### config.mk
export PLATFORM = sky130hd
export DESIGN_NAME = axi_led_pattern_ctrl
export DESIGN_NICKNAME = d
export VERILOG_FILES = /design/src/rtl/axi_led_pkg.sv /design/src/rtl/axi_led_pattern_ctrl_led_pattern_gen.sv /design/src/rtl/axi_led_pattern_ctrl.sv
export SDC_FILE = /design/constraint.sdc
export NUM_CORES = 1
export LEC_CHECK = 0
export ABC_AREA = 1
export ABC_CLOCK_PERIOD_IN_PS = 4900
export CAP_MARGIN = 30
export CORE_AREA = 2 2 237 145
export CTS_CLUSTER_SIZE = 12
export DETAILED_ROUTE_END_ITERATION = 12
export DIE_AREA = 0 0 239 147
export HOLD_SLACK_MARGIN = 0.12
export PLACE_DENSITY = 0.67
export SLEW_MARGIN = 0
export SYNTH_ARGS = -nofsm -noshare
export SYNTH_HDL_FRONTEND = slang
export SYNTH_SLANG_ARGS = --single-unit
### constraint.sdc
create_clock -name aclk -period 4.9 [get_ports aclk]
set_input_delay 0.735 -clock aclk [delete_from_list [all_inputs] [get_ports aclk]]
set_output_delay 0.735 -clock aclk [all_outputs]
set_load 0.01 [all_outputs]
### src/rtl/axi_led_pkg.sv
// axi_led_pkg
// Shared definitions for the AXI4-Lite LED pattern controller:
//   - register byte offsets (word aligned, addr[1:0] ignored)
//   - per-LED mode encoding
//   - write/read channel FSM state types
//   - AXI response code
package axi_led_pkg;

  localparam logic [4:0] OFF_VALUE     = 5'h00;
  localparam logic [4:0] OFF_MODE      = 5'h04;
  localparam logic [4:0] OFF_BLINK_DIV = 5'h08;
  localparam logic [4:0] OFF_DUTY      = 5'h0C;
  localparam logic [4:0] OFF_STATUS    = 5'h10;

  // Mask that drops the byte-within-word bits of an address.
  localparam logic [4:0] WORD_MASK = 5'h1C;

  localparam logic [1:0] RESP_OKAY = 2'b00;

  typedef enum logic [1:0] {
    MODE_STATIC = 2'b00,
    MODE_BLINK  = 2'b01,
    MODE_PWM    = 2'b10,
    MODE_OFF    = 2'b11
  } led_mode_e;

  typedef enum logic [1:0] {
    W_IDLE    = 2'b00,
    W_HAVE_AW = 2'b01,
    W_HAVE_W  = 2'b10,
    W_RESP    = 2'b11
  } w_state_e;

  typedef enum logic {
    R_IDLE = 1'b0,
    R_DATA = 1'b1
  } r_state_e;

endpackage

### src/rtl/axi_led_pattern_ctrl_led_pattern_gen.sv
// led_pattern_gen
// Blink and PWM timebases plus the registered per-LED output mux.
// Ports:
//   clk, rst         : clock, synchronous active-high reset
//   value            : static level per LED
//   mode             : 2 bits per LED (static / blink / PWM / off)
//   blink_div        : blink half-period in clocks (0 behaves as 1)
//   duty             : 8-bit PWM duty per LED
//   blink_div_wr     : one-cycle pulse on the edge BLINK_DIV is written
//   leds             : registered LED drive
//   blink_phase      : current blink phase
module led_pattern_gen
  import axi_led_pkg::*;
#(
  parameter int NUM_LEDS     = 4,
  parameter int PWM_PRESCALE = 1
) (
  input  logic                  clk,
  input  logic                  rst,
  input  logic [NUM_LEDS-1:0]   value,
  input  logic [2*NUM_LEDS-1:0] mode,
  input  logic [31:0]           blink_div,
  input  logic [8*NUM_LEDS-1:0] duty,
  input  logic                  blink_div_wr,
  output logic [NUM_LEDS-1:0]   leds,
  output logic                  blink_phase
);

  localparam int PRE_W = (PWM_PRESCALE > 1) ? $clog2(PWM_PRESCALE) : 1;
  localparam logic [PRE_W-1:0] PRE_LAST = PRE_W'(PWM_PRESCALE - 1);

  logic [31:0]         blink_cnt;
  logic [31:0]         blink_last;
  logic [PRE_W-1:0]    pre_cnt;
  logic [7:0]          pwm_cnt;
  logic [NUM_LEDS-1:0] led_next;

  // A divider of 0 is treated as 1, so the last count is 0 in both cases.
  assign blink_last = (blink_div == 32'd0) ? 32'd0 : (blink_div - 32'd1);

  // Blink timebase. The >= compare also recovers cleanly if the count is
  // ever above the limit, although a divider write always restarts it.
  always_ff @(posedge clk) begin
    if (rst) begin
      blink_cnt   <= 32'd0;
      blink_phase <= 1'b0;
    end else if (blink_div_wr) begin
      blink_cnt   <= 32'd0;
      blink_phase <= 1'b0;
    end else if (blink_cnt >= blink_last) begin
      blink_cnt   <= 32'd0;
      blink_phase <= ~blink_phase;
    end else begin
      blink_cnt   <= blink_cnt + 32'd1;
    end
  end

  // PWM timebase: pwm_cnt steps once every PWM_PRESCALE clocks, wraps 255->0.
  always_ff @(posedge clk) begin
    if (rst) begin
      pre_cnt <= '0;
      pwm_cnt <= 8'd0;
    end else if (pre_cnt == PRE_LAST) begin
      pre_cnt <= '0;
      pwm_cnt <= pwm_cnt + 8'd1;
    end else begin
      pre_cnt <= pre_cnt + 1'b1;
    end
  end

  always_comb begin
    led_next = '0;
    for (int i = 0; i < NUM_LEDS; i++) begin
      case (led_mode_e'(mode[2*i +: 2]))
        MODE_STATIC: led_next[i] = value[i];
        MODE_BLINK:  led_next[i] = value[i] & blink_phase;
        MODE_PWM:    led_next[i] = (pwm_cnt < duty[8*i +: 8]);
        default:     led_next[i] = 1'b0;
      endcase
    end
  end

  always_ff @(posedge clk) begin
    if (rst) begin
      leds <= '0;
    end else begin
      leds <= led_next;
    end
  end

endmodule

### src/rtl/axi_led_pattern_ctrl.sv
// axi_led_pattern_ctrl
// AXI4-Lite slave that programs four LEDs as static, blinking, PWM-dimmed
// or forced off.
// Handshake rule on every channel: a transfer happens on a rising edge
// where both valid and ready are 1; valid, once raised, holds with its
// payload stable until that edge.
// Ports:
//   aclk, areset          : clock, synchronous active-high reset
//   s_axi_aw* / s_axi_w*  : write address / write data channels
//   s_axi_b*              : write response (always OKAY)
//   s_axi_ar* / s_axi_r*  : read address / read data (always OKAY)
//   led_4bits_tri_o       : registered LED drive
module axi_led_pattern_ctrl
  import axi_led_pkg::*;
#(
  parameter int          ADDR_W       = 5,
  parameter int          NUM_LEDS     = 4,
  parameter int          PWM_PRESCALE = 1,
  parameter logic [15:0] VERSION      = 16'h0100
) (
  input  logic              aclk,
  input  logic              areset,
  input  logic [ADDR_W-1:0] s_axi_awaddr,
  input  logic              s_axi_awvalid,
  output logic              s_axi_awready,
  input  logic [31:0]       s_axi_wdata,
  input  logic [3:0]        s_axi_wstrb,
  input  logic              s_axi_wvalid,
  output logic              s_axi_wready,
  output logic [1:0]        s_axi_bresp,
  output logic              s_axi_bvalid,
  input  logic              s_axi_bready,
  input  logic [ADDR_W-1:0] s_axi_araddr,
  input  logic              s_axi_arvalid,
  output logic              s_axi_arready,
  output logic [31:0]       s_axi_rdata,
  output logic [1:0]        s_axi_rresp,
  output logic              s_axi_rvalid,
  input  logic              s_axi_rready,
  output logic [3:0]        led_4bits_tri_o
);

  w_state_e w_state;
  r_state_e r_state;

  logic [4:0]  aw_addr_q;
  logic [31:0] w_data_q;
  logic [3:0]  w_strb_q;

  logic [3:0]  value_q;
  logic [7:0]  mode_q;
  logic [31:0] blink_div_q;
  logic [31:0] duty_q;
  logic        blink_phase;

  logic        aw_hs, w_hs, ar_hs;
  logic        wr_en;
  logic [4:0]  wr_addr;
  logic [31:0] wr_data;
  logic [3:0]  wr_strb;
  logic [31:0] wr_old;
  logic [31:0] wr_merged;
  logic        blink_div_wr;

  assign aw_hs = s_axi_awvalid & s_axi_awready;
  assign w_hs  = s_axi_wvalid  & s_axi_wready;
  assign ar_hs = s_axi_arvalid & s_axi_arready;

  assign s_axi_bresp = RESP_OKAY;
  assign s_axi_rresp = RESP_OKAY;

  // Register view as software sees it; unused bits and holes read as 0.
  function automatic logic [31:0] reg_read(
    input logic [4:0]  a,
    input logic [3:0]  value,
    input logic [7:0]  mode,
    input logic [31:0] div,
    input logic [31:0] duty,
    input logic        phase
  );
    logic [31:0] d;
    d = 32'd0;
    case (a & WORD_MASK)
      OFF_VALUE:     d = {28'd0, value};
      OFF_MODE:      d = {24'd0, mode};
      OFF_BLINK_DIV: d = div;
      OFF_DUTY:      d = duty;
      OFF_STATUS:    d = {VERSION, 15'd0, phase};
      default:       d = 32'd0;
    endcase
    return d;
  endfunction

  // Commit happens on the edge where the second of AW/W is accepted; the
  // half that arrived earlier comes from its holding register.
  always_comb begin
    wr_en   = 1'b0;
    wr_addr = aw_addr_q;
    wr_data = w_data_q;
    wr_strb = w_strb_q;
    case (w_state)
      W_IDLE: begin
        if (aw_hs && w_hs) begin
          wr_en   = 1'b1;
          wr_addr = s_axi_awaddr[4:0];
          wr_data = s_axi_wdata;
          wr_strb = s_axi_wstrb;
        end
      end
      W_HAVE_AW: begin
        if (w_hs) begin
          wr_en   = 1'b1;
          wr_data = s_axi_wdata;
          wr_strb = s_axi_wstrb;
        end
      end
      W_HAVE_W: begin
        if (aw_hs) begin
          wr_en   = 1'b1;
          wr_addr = s_axi_awaddr[4:0];
        end
      end
      default: ;
    endcase
  end

  // Byte-enable merge against the current register contents.
  always_comb begin
    wr_old    = reg_read(wr_addr, value_q, mode_q, blink_div_q, duty_q, blink_phase);
    wr_merged = wr_old;
    for (int b = 0; b < 4; b++) begin
      if (wr_strb[b]) begin
        wr_merged[8*b +: 8] = wr_data[8*b +: 8];
      end
    end
  end

  // A strobe-less write changes nothing, so it does not restart the blink.
  assign blink_div_wr = wr_en && ((wr_addr & WORD_MASK) == OFF_BLINK_DIV) && (|wr_strb);

  always_ff @(posedge aclk) begin
    if (areset) begin
      value_q     <= 4'd0;
      mode_q      <= 8'd0;
      blink_div_q <= 32'd0;
      duty_q      <= 32'd0;
    end else if (wr_en) begin
      case (wr_addr & WORD_MASK)
        OFF_VALUE:     value_q     <= wr_merged[3:0];
        OFF_MODE:      mode_q      <= wr_merged[7:0];
        OFF_BLINK_DIV: blink_div_q <= wr_merged;
        OFF_DUTY:      duty_q      <= wr_merged;
        default: ;
      endcase
    end
  end

  // Write channel FSM. Ready/valid outputs are registered alongside the
  // state, so they read 0 for the first cycle after reset.
  always_ff @(posedge aclk) begin
    if (areset) begin
      w_state       <= W_IDLE;
      s_axi_awready <= 1'b0;
      s_axi_wready  <= 1'b0;
      s_axi_bvalid  <= 1'b0;
      aw_addr_q     <= 5'd0;
      w_data_q      <= 32'd0;
      w_strb_q      <= 4'd0;
    end else begin
      case (w_state)
        W_IDLE: begin
          if (aw_hs && w_hs) begin
            w_state       <= W_RESP;
            s_axi_awready <= 1'b0;
            s_axi_wready  <= 1'b0;
            s_axi_bvalid  <= 1'b1;
          end else if (aw_hs) begin
            w_state       <= W_HAVE_AW;
            aw_addr_q     <= s_axi_awaddr[4:0];
            s_axi_awready <= 1'b0;
            s_axi_wready  <= 1'b1;
          end else if (w_hs) begin
            w_state       <= W_HAVE_W;
            w_data_q      <= s_axi_wdata;
            w_strb_q      <= s_axi_wstrb;
            s_axi_awready <= 1'b1;
            s_axi_wready  <= 1'b0;
          end else begin
            s_axi_awready <= 1'b1;
            s_axi_wready  <= 1'b1;
          end
        end
        W_HAVE_AW: begin
          if (w_hs) begin
            w_state      <= W_RESP;
            s_axi_wready <= 1'b0;
            s_axi_bvalid <= 1'b1;
          end
        end
        W_HAVE_W: begin
          if (aw_hs) begin
            w_state       <= W_RESP;
            s_axi_awready <= 1'b0;
            s_axi_bvalid  <= 1'b1;
          end
        end
        W_RESP: begin
          if (s_axi_bready) begin
            w_state       <= W_IDLE;
            s_axi_bvalid  <= 1'b0;
            s_axi_awready <= 1'b1;
            s_axi_wready  <= 1'b1;
          end
        end
        default: w_state <= W_IDLE;
      endcase
    end
  end

  // Read channel FSM. rdata is sampled from the pre-edge registers, so a
  // read racing a write to the same register returns the old value.
  always_ff @(posedge aclk) begin
    if (areset) begin
      r_state       <= R_IDLE;
      s_axi_arready <= 1'b0;
      s_axi_rvalid  <= 1'b0;
      s_axi_rdata   <= 32'd0;
    end else begin
      case (r_state)
        R_IDLE: begin
          if (ar_hs) begin
            r_state       <= R_DATA;
            s_axi_rdata   <= reg_read(s_axi_araddr[4:0], value_q, mode_q,
                                      blink_div_q, duty_q, blink_phase);
            s_axi_rvalid  <= 1'b1;
            s_axi_arready <= 1'b0;
          end else begin
            s_axi_arready <= 1'b1;
          end
        end
        R_DATA: begin
          if (s_axi_rready) begin
            r_state       <= R_IDLE;
            s_axi_rvalid  <= 1'b0;
            s_axi_arready <= 1'b1;
          end
        end
        default: r_state <= R_IDLE;
      endcase
    end
  end

  led_pattern_gen #(
    .NUM_LEDS     (NUM_LEDS),
    .PWM_PRESCALE (PWM_PRESCALE)
  ) u_gen (
    .clk          (aclk),
    .rst          (areset),
    .value        (value_q),
    .mode         (mode_q),
    .blink_div    (blink_div_q),
    .duty         (duty_q),
    .blink_div_wr (blink_div_wr),
    .leds         (led_4bits_tri_o),
    .blink_phase  (blink_phase)
  );

endmodule

==> flow_summary.yaml, run 1 <==
global_route:
  grt_pass1_wl_um: 67400
  grt_usage_pct: 24.2
  busiest_layer: "met1"
  antenna_found_initial: 0
  gr-usage-met3_pct: 6.14
  grt_pass1_vias: 12300
  use_met1_pct: 36.8
  grt_overflow: 0
  grt_max_degree: 65
  met2_usage_pct: 33.6
yosys:
  yosys.area.top_type: "dfxtp_1"
  synthDistinctLibCells: 50
  syn_avg_cell_area_um2: 6.55
  syn_area_mm2: 0.0130
  synth_area_leaders: "dfxtp_1 (31%), nand2_1 (14%), inv_1 (8.5%)"
  synth_top_area_share_pct: 30.8
  ys_ff_latch: 201
  ys_warn_count: 0
  ys.flop_type: "dfxtp_1"
  synth_cells: 1991
  ys_seq_area_share_pct: 30.8
  async_flop_share_pct: 0
  synth_edf_count: 0
worst_setup_path:
  cp-end-kind: "register"
  cp_max_fo: 32
  reg2reg_slack_ns: 0.52
  criticalPathCategory: "reg2reg"
  cpMostUsedCell: "nor2_1"
  r2r-start: "blink_div_q[2]$_SDFFE_PP0P_"
  worstPathArrival_ns: 4.78
  critPathTopFamily: "simple AND/OR/NAND/NOR gates"
  path_depth: 20
  worst-r2r-cell-count: 20
  cp_num_buf_inv: 2
  cp-start-kind: "register"
  cpPeakStageDelay_ns: 0.56
  slowest_stage: "nor2_1"
  cp.required_ns: 5.30
  crit_chain: "inv_1 > nand2_1 > nor2_1 > nand4_1 > nor2_1 > nand2_1 > nor2_1 > nand4_1 > xor2_1 > nand2_1 > ha_1 > nand2_1 > nor2_1 > nand4_1 > nor2_1 > nand4_1 > nand3_1 > or2_2 > buf_12 > nor2_1"
  timing.rr.end: "u_gen.blink_cnt[0]$_SDFF_PP0_"
cts:
  cts_tree: "yes"
  numClockSinks: 201
  clk_pin_slew_ns: 0.06
  htree_levels: 1
  cts_hold_buf: 0
  clockRootBuffer: "clkbuf_16"
  clk_latency_ns: 0.53
  post_cts_buffers: 0
  cts_resized: 0
  cts_buffers: 22
  cts_buffer_depth: 3
status:
  status: "completed"
cells_and_area:
  final_common_cell: "nand2_1"
  antenna_cells: 0
  area_growth_pct: 14.9
  nNetsFinal: 2170
  multi_input_area_mm2: 0.00748
  nFillCells: 3404
  final_area_mm2: 0.0150
  mostFrequentLayoutCells: "nand2_1 (483), inv_1 (295), dfxtp_1 (201), a21oi_1 (178), nand3_1 (163)"
  drive_gt1_share_pct: 5.73
  seqCellArea_mm2: 0.00402
sta:
  final_hold_viol_count: 0
  setup_viol: 0
  tns_ns: 0
  worstMarginPinSlew_ns: 0.781
  fin_crit_sh_pct: 89.4
  clock_skew_ns: 0.00956
  grt_setup_unrepaired: "no"
  fmax_mhz: 228
  period_minus_slack_ns: 4.38
  report.final.slew_viol_count: 0
  slew_headroom_pct: 47.6
floorplanning:
  die_h_um: 147
  dieArea_mm2: 0.0351
  num_rows: 52
  coreArea_mm2: 0.0332
  initial_utilization_pct: 39.3
  die_w_um: 239
  ios: 98
pwr:
  irDropWorstVdd_uv: 268
  p_per_area_mw_per_mm2: 511
  p_leak_uw: 0.00630
hold_path:
  min_from: "s_axi_rdata[10]$_SDFFE_PP0P_"
  hold_end: "s_axi_rdata[10]$_SDFFE_PP0P_"
  holdPathStages: 2
  hold_path_class: "reg2reg"
drt:
  final_antenna_net_count: 0
  post_drt_via_cell_ratio: 5.36
  drc_errors: 0
  routedWlPerCell_um: 17.2
  routed_wl_um: 42900
  drt_iter0_drc: 1539
  dr.pass1.iters: 6
  via_count: 13300
place:
  dp_hpwl_um: 31800
  placedInstanceArea_mm2: 0.0142
  io_buffers: 89
  gp_congestion: 0.971
run:
  drv_cap: 0
==> power breakdown <==
part / total (uW) / internal (uW) / switching [uW]
Sequential: 2010 / 1850 / 155
Clock: 1730 / 1020 / 709
Combinational: 3930 / 1190 / 2730
==> through the flow <==
stage | worst slack (ns) | utilization, % | power, uW | hold WS, ns | cells
finish | 0.519 | 45.2 | 7660 | 0.465 | 2490
global route | 0.203 | 45.2 | 8270 | 0.489 | 2490
CTS | 0.702 | 45.1 | 7590 | 0.467 | 2489
detailed placement | 0.725 | 42.9 | 5850 | 0.458 | 2453
global placement | 0.828 | 42.9 | 5750 | 0.443 | 2452
floorplan | 1.84 | - | 4770 | 0.430 | 1995
==> Yosys cell counts (all sizes together), types with 3 or more instances <==
cell type  number
nand2         491
inv           306
dfxtp         201
a21oi         178
nand3         167
nor2          166
o21ai         148
ha             71
clkbuf         47
buf            35
o22ai          27
nor3           25
xor2           24
o221ai         23
nand4          21
xnor2          10
a211oi          8
a31oi           7
or2             6
nor4            5
o2111ai         5
o211ai          4
a22oi           3
o311ai          3
==> state kept, by name, summed over array words and instances (netlist names) <==
register,cells
blink_div_q,32
s_axi_awready,1
s_axi_arready,1
duty_q,32
u_gen.blink_cnt,32
u_gen.pwm_cnt,8
u_gen.pre_cnt,1
w_state,2
aw_addr_q,3
s_axi_bvalid,1
s_axi_rvalid,1
u_gen.leds,4
mode_q,8
s_axi_wready,1
value_q,4
s_axi_rdata,32
w_strb_q,4
u_gen.blink_phase,1
w_data_q,32
r_state,1
==> cells by family (layout without fill, tap and decap cells) <==
logic type / Yosys count / after routing / share of synthesized area [%]
simple gates: 884 / 884 / 30.7
compound gates: 410 / 410 / 17.4
buf+inv: 389 / 452 / 11.9
flops: 201 / 201 / 30.8
fa+ha+maj: 71 / 71 / 6.81
xor+xnor: 34 / 34 / 2.28
other cells: 1 / 5 / 0.0287
mux: 1 / 1 / 0.0767
==> worst register-to-register path, delay by kind of cell (launching register included) <==
family	cells	cell delay, ns
flip-flops	1	0.35
AND/OR/NAND/NOR	16	2.97
adder cells (fa/ha/maj)	1	0.32
XOR/XNOR	1	0.15
buffers and inverters	2	0.46
==> final cells by class <==
cell class | count | area share [%]
Inverter | 307 | 7.69
Sequential cell | 201 | 26.9
Tap cell | 432 | 3.61
Clock inverter | 4 | 0.468
Timing Repair Buffer | 109 | 7.13
Clock buffer | 32 | 4.33
Multi-Input combinational cell | 1405 | 49.9
==> worst max path at each step <==
stage | startpoint | end | slack [ns]
after CTS | blink_div_q[2]$_SDFFE_PP0P_ | u_gen.blink_cnt[0]$_SDFF_PP0_ | 0.70
after global placement | blink_div_q[2]$_SDFFE_PP0P_ | u_gen.blink_cnt[0]$_SDFF_PP0_ | 0.83
after global routing | blink_div_q[1]$_SDFFE_PP0P_ | u_gen.blink_cnt[0]$_SDFF_PP0_ | 0.20
final | blink_div_q[2]$_SDFFE_PP0P_ | u_gen.blink_cnt[0]$_SDFF_PP0_ | 0.52
after floorplan | blink_div_q[1]$_SDFFE_PP0P_ | u_gen.blink_cnt[10]$_SDFF_PP0_ | 1.84
after detailed placement | blink_div_q[2]$_SDFFE_PP0P_ | u_gen.blink_cnt[0]$_SDFF_PP0_ | 0.73
==> metal layers <==
metal / up-vias / routed length, um
met1: 6176 / 20700
met4: 0 / 863
li1: 6588 / -
met3: 54 / 4280
met2: 529 / 17000
met5: - / 0
Note: power is estimated with default switching activity, not from simulation.
==> run 2, diff against run 1 <==
--- a/config.mk
+++ b/config.mk
@@ -13,7 +13,6 @@
 export DETAILED_ROUTE_END_ITERATION = 12
 export DIE_AREA = 0 0 239 147
 export HOLD_SLACK_MARGIN = 0.12
-export PLACE_DENSITY = 0.67
 export SLEW_MARGIN = 0
 export SYNTH_ARGS = -nofsm -noshare
 export SYNTH_HDL_FRONTEND = slang
==> run 2 against run 1 <==
Compared with the run above: combinational power rose by 1%; sequential power barely moved; non-clock buffer count rose by 3; critical path depth is the same; highest routed layer unchanged; count of clock-buffer cells in the layout rose by 2; register-to-register slack worse by 0.02 ns; design area is 0.38% higher; critical endpoint is now u_gen.blink_cnt[10]$_SDFF_PP0_; clock skew up 0.0058 ns; final cell count up 0.28%; largest cell class unchanged; largest power group unchanged; flip-flop and latch count stayed put; global-route usage is 1.4 points higher.
==> flow_summary.yaml, run 2 (same netlist as run 1, synthesis figures left out) <==
worst_setup_path:
  cp-start-kind: "register"
  worstSetupStartpoint: "blink_div_q[2]$_SDFFE_PP0P_"
  cpMostUsedCell: "nor2_1"
  timing.rr.end: "u_gen.blink_cnt[10]$_SDFF_PP0_"
  cp-end-kind: "register"
  worstPathArrival_ns: 4.82
  cpPeakStageDelay_ns: 0.54
  reg2reg_slack_ns: 0.49
  crit_chain: "inv_1 > nand2_1 > nor2_1 > nand4_1 > nor2_1 > nand2_1 > nor2_1 > nand4_1 > xor2_1 > nand2_1 > ha_1 > nand2_1 > nor2_1 > nand4_1 > nor2_1 > nand4_1 > nand3_1 > or2_4 > buf_12 > nor2_4"
  cp_max_fo: 16
  worst-r2r-cell-count: 20
  criticalPathCategory: "reg2reg"
  crit_path_end: "u_gen.blink_cnt[10]$_SDFF_PP0_"
  cp.required_ns: 5.32
  slowest_stage: "nor2_1"
  r2r-start: "blink_div_q[2]$_SDFFE_PP0P_"
cells_and_area:
  nFillCells: 3431
  final_common_cell: "nand2_1"
  nNetsFinal: 2174
  antenna_cells: 0
  mostFrequentLayoutCells: "nand2_1 (483), inv_1 (295), dfxtp_1 (201), a21oi_1 (178), nand3_1 (162)"
  seqCellArea_mm2: 0.00402
  area_growth_pct: 15.3
  instances_no_fill: 2497
  drive_gt1_share_pct: 6.15
  fin_util_pct: 45.3
  multi_input_area_mm2: 0.00749
floorplanning:
  ios: 98
  coreArea_mm2: 0.0332
  die_w_um: 239
  num_rows: 52
  initial_utilization_pct: 39.3
  dieArea_mm2: 0.0351
  die_h_um: 147
pwr:
  irDropWorstVdd_uv: 221
  p_leak_uw: 0.00633
  p_per_area_mw_per_mm2: 512
global_route:
  grt_pass1_wl_um: 70400
  grt_pass1_vias: 12400
  grt_max_degree: 87
  grt_overflow: 0
  antenna_found_initial: 0
  grt_usage_pct: 25.6
drt:
  final_antenna_net_count: 0
  drt_iter0_drc: 1461
  dr.pass1.iters: 6
  routedWlPerCell_um: 18.0
  post_drt_via_cell_ratio: 5.41
  drc_errors: 0
  via_count: 13500
  routed_wl_um: 45000
place:
  io_buffers: 89
  gp_congestion: 0.956
  placed_cells: 2456
  dp_hpwl_um: 33600
sta:
  fmax_mhz: 227
  report.final.slew_viol_count: 0
  final_hold_viol_count: 0
  whs_ns: 0.464
  grt_setup_unrepaired: "no"
  period_minus_slack_ns: 4.41
  setup_viol: 0
  tns_ns: 0
  fin_crit_sh_pct: 89.9
  worstMarginPinSlew_ns: 0.887
  clock_skew_ns: 0.0154
  slew_headroom_pct: 40.8
status:
  status: "completed"
cts:
  cts_buffers: 23
  cts_buffer_depth: 3
  cts_resized: 0
  clk_pin_slew_ns: 0.06
  cts_hold_buf: 0
  clockRootBuffer: "clkbuf_16"
  post_cts_buffers: 0
  htree_levels: 1
  clk_latency_ns: 0.54
  cts_tree: "yes"
  numClockSinks: 201
hold_path:
  hold_path_class: "reg2reg"
run:
  drv_cap: 0
==> run 2: cell types whose count changed in the layout (fill, tap and decap cells not counted), sizes merged <==
| cell | previous run | this run |
|---|---|---|
| clkinv | 3 | 4 |
| buf | 21 | 24 |
| inv | 306 | 308 |
| clkbuf | 32 | 34 |
| clkinvlp | 0 | 1 |
| bufinv | 2 | 0 |
==> run 2: layout make-up <==
cell class | count | share of cell area (%)
Clock inverter | 6 | 0.266
Sequential cell | 201 | 26.7
Multi-Input combinational cell | 1405 | 49.8
Clock buffer | 34 | 4.57
Timing Repair Buffer | 112 | 7.39
Tap cell | 432 | 3.59
Inverter | 307 | 7.66
==> run 2: routing by layer <==
metal	wire length [um]	up-vias	GRT usage, %
li1	-	6603	-
met2	17700	506	35.9
met3	4180	63	5.49
met5	0	-	0
met1	22300	6346	39.8
met4	747	0	4.72
==> run 2: metrics by stage <==
stage          worst slack (ns)  cell area (um2)  power (uW)
5_1_grt                   0.148            15000        8370
6_report                  0.494            15000        7700
2_1_floorplan              1.84            13100        4770
3_5_place_dp              0.648            14300        5930
4_1_cts                   0.625            15000        7660
3_3_place_gp              0.691            14300        5860
==> run 2: power breakdown <==
part	internal (uW)	total [uW]	switching, uW
clock network	969	1710	744
logic	1210	3980	2760
registers	1850	2010	156
total	4040	7700	3660
==> run 2: how the worst min path moves through the flow <==
stage	startpoint	to	slack (ns)	cells past startpoint
2_1_floorplan	u_gen.blink_cnt[0]$_SDFF_PP0_	u_gen.blink_cnt[0]$_SDFF_PP0_	0.43	1
5_1_grt	s_axi_rdata[7]$_SDFFE_PP0P_	s_axi_rdata[7]$_SDFFE_PP0P_	0.49	2
4_1_cts	u_gen.blink_cnt[0]$_SDFF_PP0_	u_gen.blink_cnt[0]$_SDFF_PP0_	0.47	1
3_3_place_gp	u_gen.blink_cnt[0]$_SDFF_PP0_	u_gen.blink_cnt[0]$_SDFF_PP0_	0.44	1
3_5_place_dp	u_gen.blink_cnt[0]$_SDFF_PP0_	u_gen.blink_cnt[0]$_SDFF_PP0_	0.45	1
6_report	u_gen.blink_cnt[0]$_SDFF_PP0_	u_gen.blink_cnt[0]$_SDFF_PP0_	0.46	1
==> run 2: worst max-delay path: cells and delay by family, from the launching register on <==
kind	cells	cell delay [ns]
adders and majority gates	1	0.32
and+or+nand+nor	16	3.02
xor gates and xnor gates	1	0.17
buffers and inverters	2	0.40
DFF	1	0.35
